`src/rtl/clock.sv`:
```
// clock: 24-hour time-of-day counter with a one-second prescaler and packed BCD outputs.
// Define CLOCK_ALARM_EN to build in the latched HH:MM alarm comparator.
`timescale 1ns/1ps
module clock #(
  parameter int TICKS_PER_SEC = 50_000_000
) (
  input  logic       CLK,
  input  logic       RST,
  input  logic       SET,
  input  logic [4:0] SET_H,
  input  logic [5:0] SET_M,
  input  logic       ALM_SET,
  input  logic       ALM_CLR,
  output logic [4:0] HH,
  output logic [5:0] MM,
  output logic [5:0] SS,
  output logic [7:0] HH_BCD,
  output logic [7:0] MM_BCD,
  output logic [7:0] SS_BCD,
  output logic       TICK,
  output logic       ALARM
);
  localparam int PC_W = (TICKS_PER_SEC > 2) ? $clog2(TICKS_PER_SEC) : 1;
  localparam logic [PC_W-1:0] PC_LAST = PC_W'(TICKS_PER_SEC - 1);

  logic [PC_W-1:0] r_pc;
  logic [4:0]      r_hh;
  logic [5:0]      r_mm;
  logic [5:0]      r_ss;
  logic            r_tick;

  logic            w_last;
  logic            w_set_ok;
  logic            w_load;
  logic            w_advance;
  logic            w_ss_wrap;
  logic            w_mm_wrap;
  logic [4:0]      w_hh_nx;
  logic [5:0]      w_mm_nx;
  logic [5:0]      w_ss_nx;

  assign w_last    = (r_pc == PC_LAST);
  assign w_set_ok  = (SET_H <= 5'd23) && (SET_M <= 6'd59);
  assign w_load    = SET && w_set_ok;
  // A valid load swallows a coincident second boundary.
  assign w_advance = w_last && !w_load;
  assign w_ss_wrap = (r_ss == 6'd59);
  assign w_mm_wrap = (r_mm == 6'd59);

  always_comb begin
    w_ss_nx = w_ss_wrap ? 6'd0 : r_ss + 6'd1;
    w_mm_nx = r_mm;
    w_hh_nx = r_hh;
    if (w_ss_wrap) begin
      w_mm_nx = w_mm_wrap ? 6'd0 : r_mm + 6'd1;
      if (w_mm_wrap) begin
        w_hh_nx = (r_hh == 5'd23) ? 5'd0 : r_hh + 5'd1;
      end
    end
  end

  always_ff @(posedge CLK) begin
    if (RST) begin
      r_pc   <= '0;
      r_hh   <= '0;
      r_mm   <= '0;
      r_ss   <= '0;
      r_tick <= 1'b0;
    end else if (w_load) begin
      r_hh   <= SET_H;
      r_mm   <= SET_M;
      r_ss   <= '0;
      r_pc   <= '0;
      r_tick <= 1'b0;
    end else if (w_advance) begin
      r_pc   <= '0;
      r_tick <= 1'b1;
      r_ss   <= w_ss_nx;
      r_mm   <= w_mm_nx;
      r_hh   <= w_hh_nx;
    end else begin
      r_pc   <= r_pc + PC_W'(1);
      r_tick <= 1'b0;
    end
  end

  assign HH   = r_hh;
  assign MM   = r_mm;
  assign SS   = r_ss;
  assign TICK = r_tick;

  logic [5:0] w_bin [3];
  logic [7:0] w_bcd [3];

  assign w_bin[0] = {1'b0, r_hh};
  assign w_bin[1] = r_mm;
  assign w_bin[2] = r_ss;

  for (genvar gi = 0; gi < 3; gi++) begin : g_bcd
    logic [3:0] w_tens;
    logic [3:0] w_units;
    assign w_tens     = 4'(w_bin[gi] / 6'd10);
    assign w_units    = 4'(w_bin[gi] % 6'd10);
    assign w_bcd[gi]  = {w_tens, w_units};
  end

  assign HH_BCD = w_bcd[0];
  assign MM_BCD = w_bcd[1];
  assign SS_BCD = w_bcd[2];

`ifdef CLOCK_ALARM_EN
  logic [4:0] r_alm_h;
  logic [5:0] r_alm_m;
  logic       r_alarm;
  logic       w_hit;

  // Match only on a real second boundary so a load onto the alarm time stays silent.
  assign w_hit = w_advance && (w_ss_nx == 6'd0) &&
                 (w_mm_nx == r_alm_m) && (w_hh_nx == r_alm_h);

  always_ff @(posedge CLK) begin
    if (RST) begin
      r_alm_h <= '0;
      r_alm_m <= '0;
      r_alarm <= 1'b0;
    end else begin
      if (ALM_SET && w_set_ok) begin
        r_alm_h <= SET_H;
        r_alm_m <= SET_M;
      end
      if (ALM_CLR) begin
        r_alarm <= 1'b0;
      end else if (w_hit) begin
        r_alarm <= 1'b1;
      end
    end
  end

  assign ALARM = r_alarm;
`else
  logic w_unused_alm;
  assign w_unused_alm = ALM_SET ^ ALM_CLR;
  assign ALARM        = 1'b0;
`endif

endmodule

```
`config.mk`:
```
export PLATFORM = sky130hd
export DESIGN_NAME = clock
export DESIGN_NICKNAME = d
export VERILOG_FILES = /design/src/rtl/clock.sv
export SDC_FILE = /design/constraint.sdc
export NUM_CORES = 1
export LEC_CHECK = 0
export ABC_AREA = 1
export BUFFER_PORTS_ARGS = -buffer_cell sky130_fd_sc_hd__buf_2
export CORE_MARGIN = 3
export CORE_UTILIZATION = 51
export DETAILED_ROUTE_END_ITERATION = 7
export GPL_ROUTABILITY_DRIVEN = 1
export GPL_TIMING_DRIVEN = 0
export PLACE_DENSITY = 0.75
export REMOVE_ABC_BUFFERS = 1
export SETUP_SLACK_MARGIN = 0.15
export SLEW_MARGIN = 20
export SYNTH_ARGS = -nofsm -noshare
export SYNTH_HDL_FRONTEND = slang
export SYNTH_SLANG_ARGS = --single-unit
```
`constraint.sdc`:
```
create_clock -name CLK -period 1.9 [get_ports CLK]
set_clock_uncertainty 0.15 [all_clocks]
set_input_delay 0.19 -clock CLK [delete_from_list [all_inputs] [get_ports CLK]]
set_output_delay 0.19 -clock CLK [all_outputs]
set_load 0.01 [all_outputs]
```
Word level (Yosys, flattened, before mapping) --
Cells that the tools add are included. W data, S select, Z words.
Cells by class: $add $sub $neg 4, div/mod/pow operators 6, order comparisons 2, equality and inequality tests 4, mux-type cells 11, reductions and logical operators 11
Operators with widths (number):
- $mux W6 | 5
- $add A26 B1 Y26 const B | 1
- $eq A26 B26 Y1 const B | 1
- $mux W5 | 5
- $add A6 B1 Y6 const B | 2
- $div A6 B4 Y6 const B | 2
- $eq A6 B6 Y1 const B | 2
- $mod A6 B4 Y6 const B | 2
- $div A5 B4 Y6 const B | 1
- $le A6 B6 Y1 const B | 1
- $mod A5 B4 Y6 const B | 1
- $reduce_bool A2 Y1 | 3
- $add A5 B1 Y5 const B | 1
- $eq A5 B5 Y1 const B | 1
- $le A5 B5 Y1 const B | 1
- $logic_and A1 B1 Y1 | 3
- $reduce_and A3 Y1 | 1
- $reduce_or A3 Y1 | 1
- $reduce_and A2 Y1 | 1
- $reduce_or A2 Y1 | 1
- $logic_not A1 Y1 | 1
- $mux W1 | 1
Word-level totals: register bits 44, bits of input ports 16, output and inout port bits 43, word-level logic and storage cells 43

Longest topological paths before layout --
Gate-level depths: netlist (run 1).
word-level depth 7, gate-level depth with buffers 15, depth with buffers taken out 15

Worst setup path after synthesis (run 1) --
Ideal clock, no wire load.
path kind register -> output, start register r_ss[4], in the netlist SS[4], end output SS_BCD[3], arrival time 1.737 ns, required time 1.560 ns, setup slack -0.177 ns, cell stages (with the launch flop) 15, path buffers 0, cells stage by stage dfxtp_1 -> inv_1 -> ha_1 -> inv_1 -> nand2_1 -> nand2_2 -> nor2_1 -> o21bai_1 -> nand2_1 -> inv_1 -> ha_1 -> nand3_1 -> nand2_1 -> nand2_1 -> nand2_1
Between the ends: word-level cells in the longest chain between the ends 1
RTL lines:
- from (decl) | RTL line 29 | logic [5:0] r_ss;
- from (signal assigned) | RTL line 78 | r_ss <= w_ss_nx;
- $mod A6 B4 Y6 | RTL line 103 | assign w_units = 4'(w_bin[gi] % 6'd10);
- to (decl) | RTL line 19 | output logic [7:0] SS_BCD,
No other way between the ends.

Worst setup path after layout (run 1) --
Same ends and word-level chain as after synthesis.

==> results of run 1 <==
## through the flow
step	TNS [ps]	cells	setup WS, ps
finish	-2040	687	-388
global route	-3290	687	-551
CTS	-2020	673	-399
detailed placement	-1820	630	-405
global placement	-1050	630	-309
floorplan	-732	504	-177
## kinds of logic (layout without fill, tap and decap cells)
kind of cell,count (synthesis),count (layout),share of synthesized area
and+or+nand+nor,301,307,0.436
buffers and inverters,83,168,0.112
AOI/OAI and AO/OA,56,56,0.0902
DFF,44,44,0.261
xor gates and xnor gates,16,16,0.0416
adders and majority gates,15,15,0.0557
other,1,5,0.00111
muxes,1,1,0.00297
## cells in the mapped netlist
master	n
nand2_1	132
inv_1	56
nor2_1	52
nand3_1	45
dfxtp_1	44
a21oi_1	34
ha_1	15
nand2_2	15
nand4_1	12
o21ai_0	12
xor2_1	12
buf_4	10
inv_2	9
nor3_1	9
nor2_4	6
nand2_4	5
nand3b_1	5
nor3_2	4
or2_2	4
xnor2_1	4
buf_2	3
buf_6	3
nor3b_1	3
o21ai_1	3
nand3_2	2
nor2_2	2
nor3_4	2
a21boi_1	1
a31oi_1	1
clkbuf_1	1
clkinv_2	1
conb_1	1
mux2i_1	1
nor3b_2	1
nor4_1	1
o211ai_1	1
o21ai_4	1
o21bai_1	1
o22ai_1	1
o31ai_1	1
or2_0	1
## cell type report
type / count / area share
inverters: 66 / 0.0558
flip-flops and latches: 44 / 0.204
clock inverters: 3 / 0.00917
well taps: 75 / 0.0202
repair buffers: 94 / 0.139
multi-input cells: 400 / 0.558
clock buffers: 5 / 0.0148
## registers in the layout, indices dropped and copies added, names as in the netlist
signal  cells
SS          6
r_pc       26
MM          6
HH          5
TICK        1
## where the power goes
part	switching (mW)	internal (mW)
clock	0.337	0.389
sequential	0.0243	0.927
combinational	0.206	0.138
## critical path, delay by kind of cell, from the launching register on
kind | cells | cell delay, ps
compound gates | 1 | 150
fa+ha+maj | 2 | 330
buf+inv | 5 | 330
flops | 1 | 370
simple gates | 8 | 450
## final timing paths
check,startpoint,end,slack [ps],cells after the start
setup / recovery,SS[4],SS_BCD[3],-390,16
hold / removal,SET_M[1],MM[1],90,5
setup reg to reg,MM[3],MM[3],10,12
hold reg to reg,r_pc[25],r_pc[25],330,2
## per-layer routing
metal  wire [um]  share of wire
met1        3970           0.41
met2        5050           0.52
met3         576          0.059
met4         174          0.018
met5           0              0
## timing repair
| action | CTS | global route |
|---|---|---|
| hold buffers | 1 | 0 |
| endpoints found under the hold margin | 4 | 0 |
| gates cloned | 6 | 0 |
| pin swaps | 27 | 37 |
| gates resized for setup | 79 | 95 |
| setup buffers | 28 | 14 |
| endpoints found under the setup margin | 54 | 58 |
==> metrics.md, run 1 <==
| Metric | Value |
|---|---|
| Area grow syn2layout | `37.6%` |
| Initial Util | `0.547` |
| DR pass1 iterations | `5` |
| Sequential-to-total area share from yosys stat | `0.261` |
| Most common cell after layout, fill and taps aside | `nand2_1` |
| Failing checks | `negative setup slack` |
| Clock transition at path regs | `around 100 ps` |
| Gr ovfl total | `0` |
| Synth Register Bits | `44` |
| GRT Util Overall | `0.233` |
| Vias in the first global route | `between 3,000 and 4,000` |
| # clock sinks | `44` |
| CP cell instances | `inv_4 > ha_4 > inv_2 > nand2_2 > nand2_4 > nor2_2 > o21bai_1 > nand2_1 > inv_2 > ha_4 > inv_2 > nand2_1 > nand2_1 > nand2_1 > nand2_1 > buf_2` |
| Total power | `2.02 mW` |
| Remaining DRCs | `0` |
| Nets | `642` |
| Arrival time worst endpoint | `between 1500 and 2000 ps` |
| Yosys top cell area share | `0.261` |
| Final worst slack | `-388 ps` |
| Area after DPL | `between 3000 and 4000 sq um` |
| Fmax | `between 400 and 500 MHz` |
| Critical path's slowest cell | `dfxtp_4` |
| Met2 Usage GRT | `0.392` |
| Synth Area per Inst | `about 6.5 sq um` |
| Netlist Area Pre-Place | `roughly 3400 sq um` |
| Clk Latency, worst-skew pair | `between 300 and 400 ps` |
| Clock buffer count from CTS | `5` |
| Worst hold path type | `in2reg` |
| TritonCTS clock tree | `done` |
| Max Cap Viol | `0` |
| Slew Limit Fails | `0` |
| Vias per cell | `5.37` |
| Crit end category | `output pin` |
| Syn Inst Count | `a little over 500` |
| Die width | `roughly 87 um` |
| Pwr dens | `around 440 nW/um^2` |
| Routability-driven placement congestion ratio | `roughly 0.86` |
| Clk buf depth | `2` |
| Most frequent cells in the layout | `nand2_1, buf_2, nand3_1, nor2_1, inv_1` |
| Worst stage delay on the critical path | `approximately 370 ps` |
| Cell mode on critical path | `nand2_1` |
| Post-layout min period | `around 2300 ps` |
| Vias | `between 3,000 and 4,000` |
| CP max FO | `3` |
| Met1 usage in global routing | `0.304` |
| Post-detail-place hpwl | `approximately 5.6 mm` |
| # IOs | `between 50 and 60` |
| Area occupied by multi-input gates | `2590 sq um` |
| GR peak layer | `met2` |
| Layout Utilization | `0.753` |
| Port bufs | `between 50 and 60` |
| First-pass GRT wire length | `roughly 15 mm` |
| WP data required | `1560 ps` |
| Count of different cell masters after synthesis | `a little over 40` |
| CP Class | `reg2out` |
| Fillers | `432` |
| Core Rows | `28` |
| RSZ-0062 raised after global routing | `yes` |
| Final non-filler cell area | `4640 sq um` |
| Share of cells above drive strength 1 | `0.438` |
| CP Launch Type | `register` |
| H-tree level count | `2` |
| Maximum vdd drop | `458 uV` |
| DRT iter0 DRCs | `257` |
| Largest net degree at the start of global routing | `22` |
| Core footprint | `roughly 6000 sq um` |
| YS warnings | `0` |
| Outcome | `finished, violations left` |
| DIE HEIGHT | `~87 um` |
| Endpoints failing setup | `10` |
| Synth area leader | `dfxtp_1` |
| Synth area leaders | `dfxtp_1, nand2_1, nand3_1` |
| Initial antenna violation count | `0` |
| Routed WL per cell | `14.2 um` |
| Tcrit/Tclk final | `1.20` |
| Final hold viol count | `0` |
| Leakage | `2.03 nW` |
| # diodes | `0` |
| Final wirelength | `9.78 mm` |
| Clk root buf | `clkbuf_8` |
| Register Area | `945 sq um` |
| Final ANT Viol Nets | `0` |
| Fin Hold WS | `~87 ps` |
| Grt met3 use | `0.0322` |
| Die Area | `7620 sq um` |
No activity file was read; power rests on OpenSTA's default activity.
==> run 2, diff against run 1 <==
--- a/config.mk
+++ b/config.mk
@@ -19,3 +19,4 @@
 export SYNTH_ARGS = -nofsm -noshare
 export SYNTH_HDL_FRONTEND = slang
 export SYNTH_SLANG_ARGS = --single-unit
+export TNS_END_PERCENT = 5
==> metrics.md, run 2 (same netlist as run 1, synthesis figures left out) <==
| Metric | Value |
|---|---|
| Sequential share of power | `0.495 (+0.024)` |
| Most common cell after layout, fill and taps aside | `nand2_1` |
| Logic pwr share | `0.131 (-0.039)` |
| Hold EP | `HH[0]` |
| Port bufs | `51 (unchanged)` |
| First-pass GRT wire length | `13.0 mm (-12%)` |
| WP data required | `1560 ps (about the same)` |
| Cells after DPL | `630 (unchanged)` |
| Fin Setup TNS | `-2490 ps (-455 ps)` |
| Clk root buf | `clkbuf_8` |
| Largest net degree at the start of global routing | `28 (+27%)` |
| Most frequent cells in the layout | `nand2_1, buf_2, inv_1, nor2_1, nand3_1` |
| Most flop-heavy register | `r_pc` |
| Core Rows | `28 (unchanged)` |
| Clk buf depth | `2 (unchanged)` |
| Vias per cell | `5.21 (-3.0%)` |
| Area grow syn2layout | `19.6%` |
| Vias in the first global route | `3,029 (-11%)` |
| Die width | `87.3 um (unchanged)` |
| Internal Pwr Total | `1.41 mW (-3.1%)` |
| Endpoints failing setup | `11 (+1)` |
| Clock buffer count from CTS | `5 (unchanged)` |
| Arrival time worst endpoint | `1960 ps (about the same)` |
| CP Class | `reg2out` |
| Outcome | `finished, violations left` |
| Initial Util | `0.547 (unchanged)` |
| Final ANT Viol Nets | `0 (unchanged)` |
| Fillers | `560 (+30%)` |
| Layout Utilization | `0.654 (-0.0986)` |
| Crit path from | `SS[4]` |
| Reg2Reg Setup Slack | `90 ps (+80 ps)` |
| P_sw | `514 uW (-9.2%)` |
| # IOs | `59 (unchanged)` |
| Die Area | `7620 sq um (unchanged)` |
| Core footprint | `6170 sq um (unchanged)` |
| # clock sinks | `44 (unchanged)` |
| Clock transition at path regs | `90 ps (about the same)` |
| Vias | `3,366 (-8.8%)` |
| Clk Latency, worst-skew pair | `300 ps (about the same)` |
| CP Launch Type | `register` |
| Maximum vdd drop | `488 uV (+6.4%)` |
| Nets | `601 (-6.4%)` |
| H-tree level count | `2 (unchanged)` |
| Post-detail-place hpwl | `5.62 mm (unchanged)` |
| Remaining DRCs | `0 (unchanged)` |
| # diodes | `0 (unchanged)` |
| Gr ovfl total | `0 (unchanged)` |
| Sw Ratio | `0.267 (-0.0130)` |
| Worst hold start | `SET_H[0]` |
| RSZ-0062 raised after global routing | `yes` |
| CP max FO | `3 (unchanged)` |
| TritonCTS clock tree | `done` |
| Routed WL per cell | `12.2 um (-14%)` |
| Clk pwr share | `0.374 (+0.015)` |
| Max Cap Viol | `0 (unchanged)` |
| R2R Path Start | `SS[0]` |
| Largest register FFs | `26 (unchanged)` |
| Initial antenna violation count | `0 (unchanged)` |
| DRT iter0 DRCs | `164 (-36%)` |
| Final worst slack | `-399 ps (-10.5 ps)` |
| Final hold viol count | `0 (unchanged)` |
| Final wirelength | `7.90 mm (-19%)` |
| DR pass1 iterations | `6 (+1)` |
| Leakage | `1.78 nW (-13%)` |
| Failing checks | `negative setup slack` |
| Cells on Worst Hold Path | `5 (unchanged)` |
| Critical R2R Capture | `HH[4]` |
| Post-layout min period | `2300 ps (+10.5 ps)` |
| Pre-CTS WS | `-405 ps (unchanged)` |
| Routability-driven placement congestion ratio | `0.863 (unchanged)` |
| Crit end category | `output pin` |
| Tcrit/Tclk final | `1.21 (+0.00552)` |
| DIE HEIGHT | `87.3 um (unchanged)` |
| Fmax | `435 MHz (-0.46%)` |
| Worst hold path type | `in2reg` |
| Share of cells above drive strength 1 | `0.303 (-0.135)` |
| GRT Util Overall | `0.203 (-0.0293)` |
| Slew Limit Fails | `0 (unchanged)` |
| Non-filler cells, final | `646 (-6.0%)` |
| Pwr dens | `477 nW/um^2 (+9.6%)` |
| R2r worst-path depth | `8 (-4)` |
| Fin Hold WS | `86.6 ps (-0.447 ps)` |
run 2: cell types whose count changed in the layout (fill, tap and decap cells not counted), sizes merged:
cell,previous run,this run
buf,93,58
nand2,156,152
nand3,48,47
nor2,61,60
run 2: metal layers:
| metal | GRT usage | routed length (um) | vias to the layer above |
|---|---|---|---|
| li1 | - | - | 1750 |
| met4 | 0.0502 | 95 | 0 |
| met3 | 0.0303 | 287 | 9 |
| met1 | 0.266 | 3610 | 1539 |
| met2 | 0.349 | 3910 | 68 |
| met5 | 0 | 0 | - |
run 2: worst max path at each step:
stage | to | slack (ps) | cells past startpoint
2_1_floorplan | SS_BCD[3] | -180 | 14
3_3_place_gp | SS_BCD[3] | -310 | 16
3_5_place_dp | SS_BCD[3] | -400 | 16
4_1_cts | SS_BCD[3] | -400 | 16
5_1_grt | SS_BCD[3] | -560 | 16
6_report | SS_BCD[2] | -400 | 14
run 2: critical path, stage by stage (launching register included):
cell and delay, ps:
dfxtp_4 380, inv_4 40, ha_4 250, inv_2 30
nand2_2 70, nand2_4 60, nor2_2 80, o21bai_1 70
nand2_1 100, inv_2 50, ha_4 260, inv_2 20
nand2_1 50, nand2_1 50, buf_2 130
run 2: power by group through the flow:
stage / sequential, mW / clock [mW] / combinational, mW
2_1_floorplan: 0.980 / 0 / 0.149
3_3_place_gp: 0.978 / 0 / 0.222
3_5_place_dp: 0.979 / 0 / 0.229
4_1_cts: 0.955 / 0.735 / 0.238
5_1_grt: 0.957 / 0.781 / 0.286
6_report: 0.953 / 0.719 / 0.253
run 2: final cells by class:
cell class	instances	area, sq um	share of cell area
sequential	44	920	0.228
clock inverter	3	42.5	0.0105
clock buffer	5	68.8	0.0171
timing repair buffer	59	329	0.0816
tap	75	93.8	0.0233
multi-input combinational	394	2330	0.577
inverter	66	251	0.0624
run 2: metrics by stage:
stage	power, mW	instance area (sq um)
after floorplan	1.13	3260
final	1.92	4030
after detailed placement	1.21	3610
after CTS	1.93	3900
after global routing	2.02	4030
after global placement	1.20	3610
run 2: what timing repair did:
item                                    in CTS  in global routing
hold buffers                                 1                  0
endpoints found under the setup margin      54                 58
cloned                                       0                  0
buffers inserted                             5                  2
pin swaps                                   22                 19
endpoints found under the hold margin        3                  0
resized for setup                           41                 41
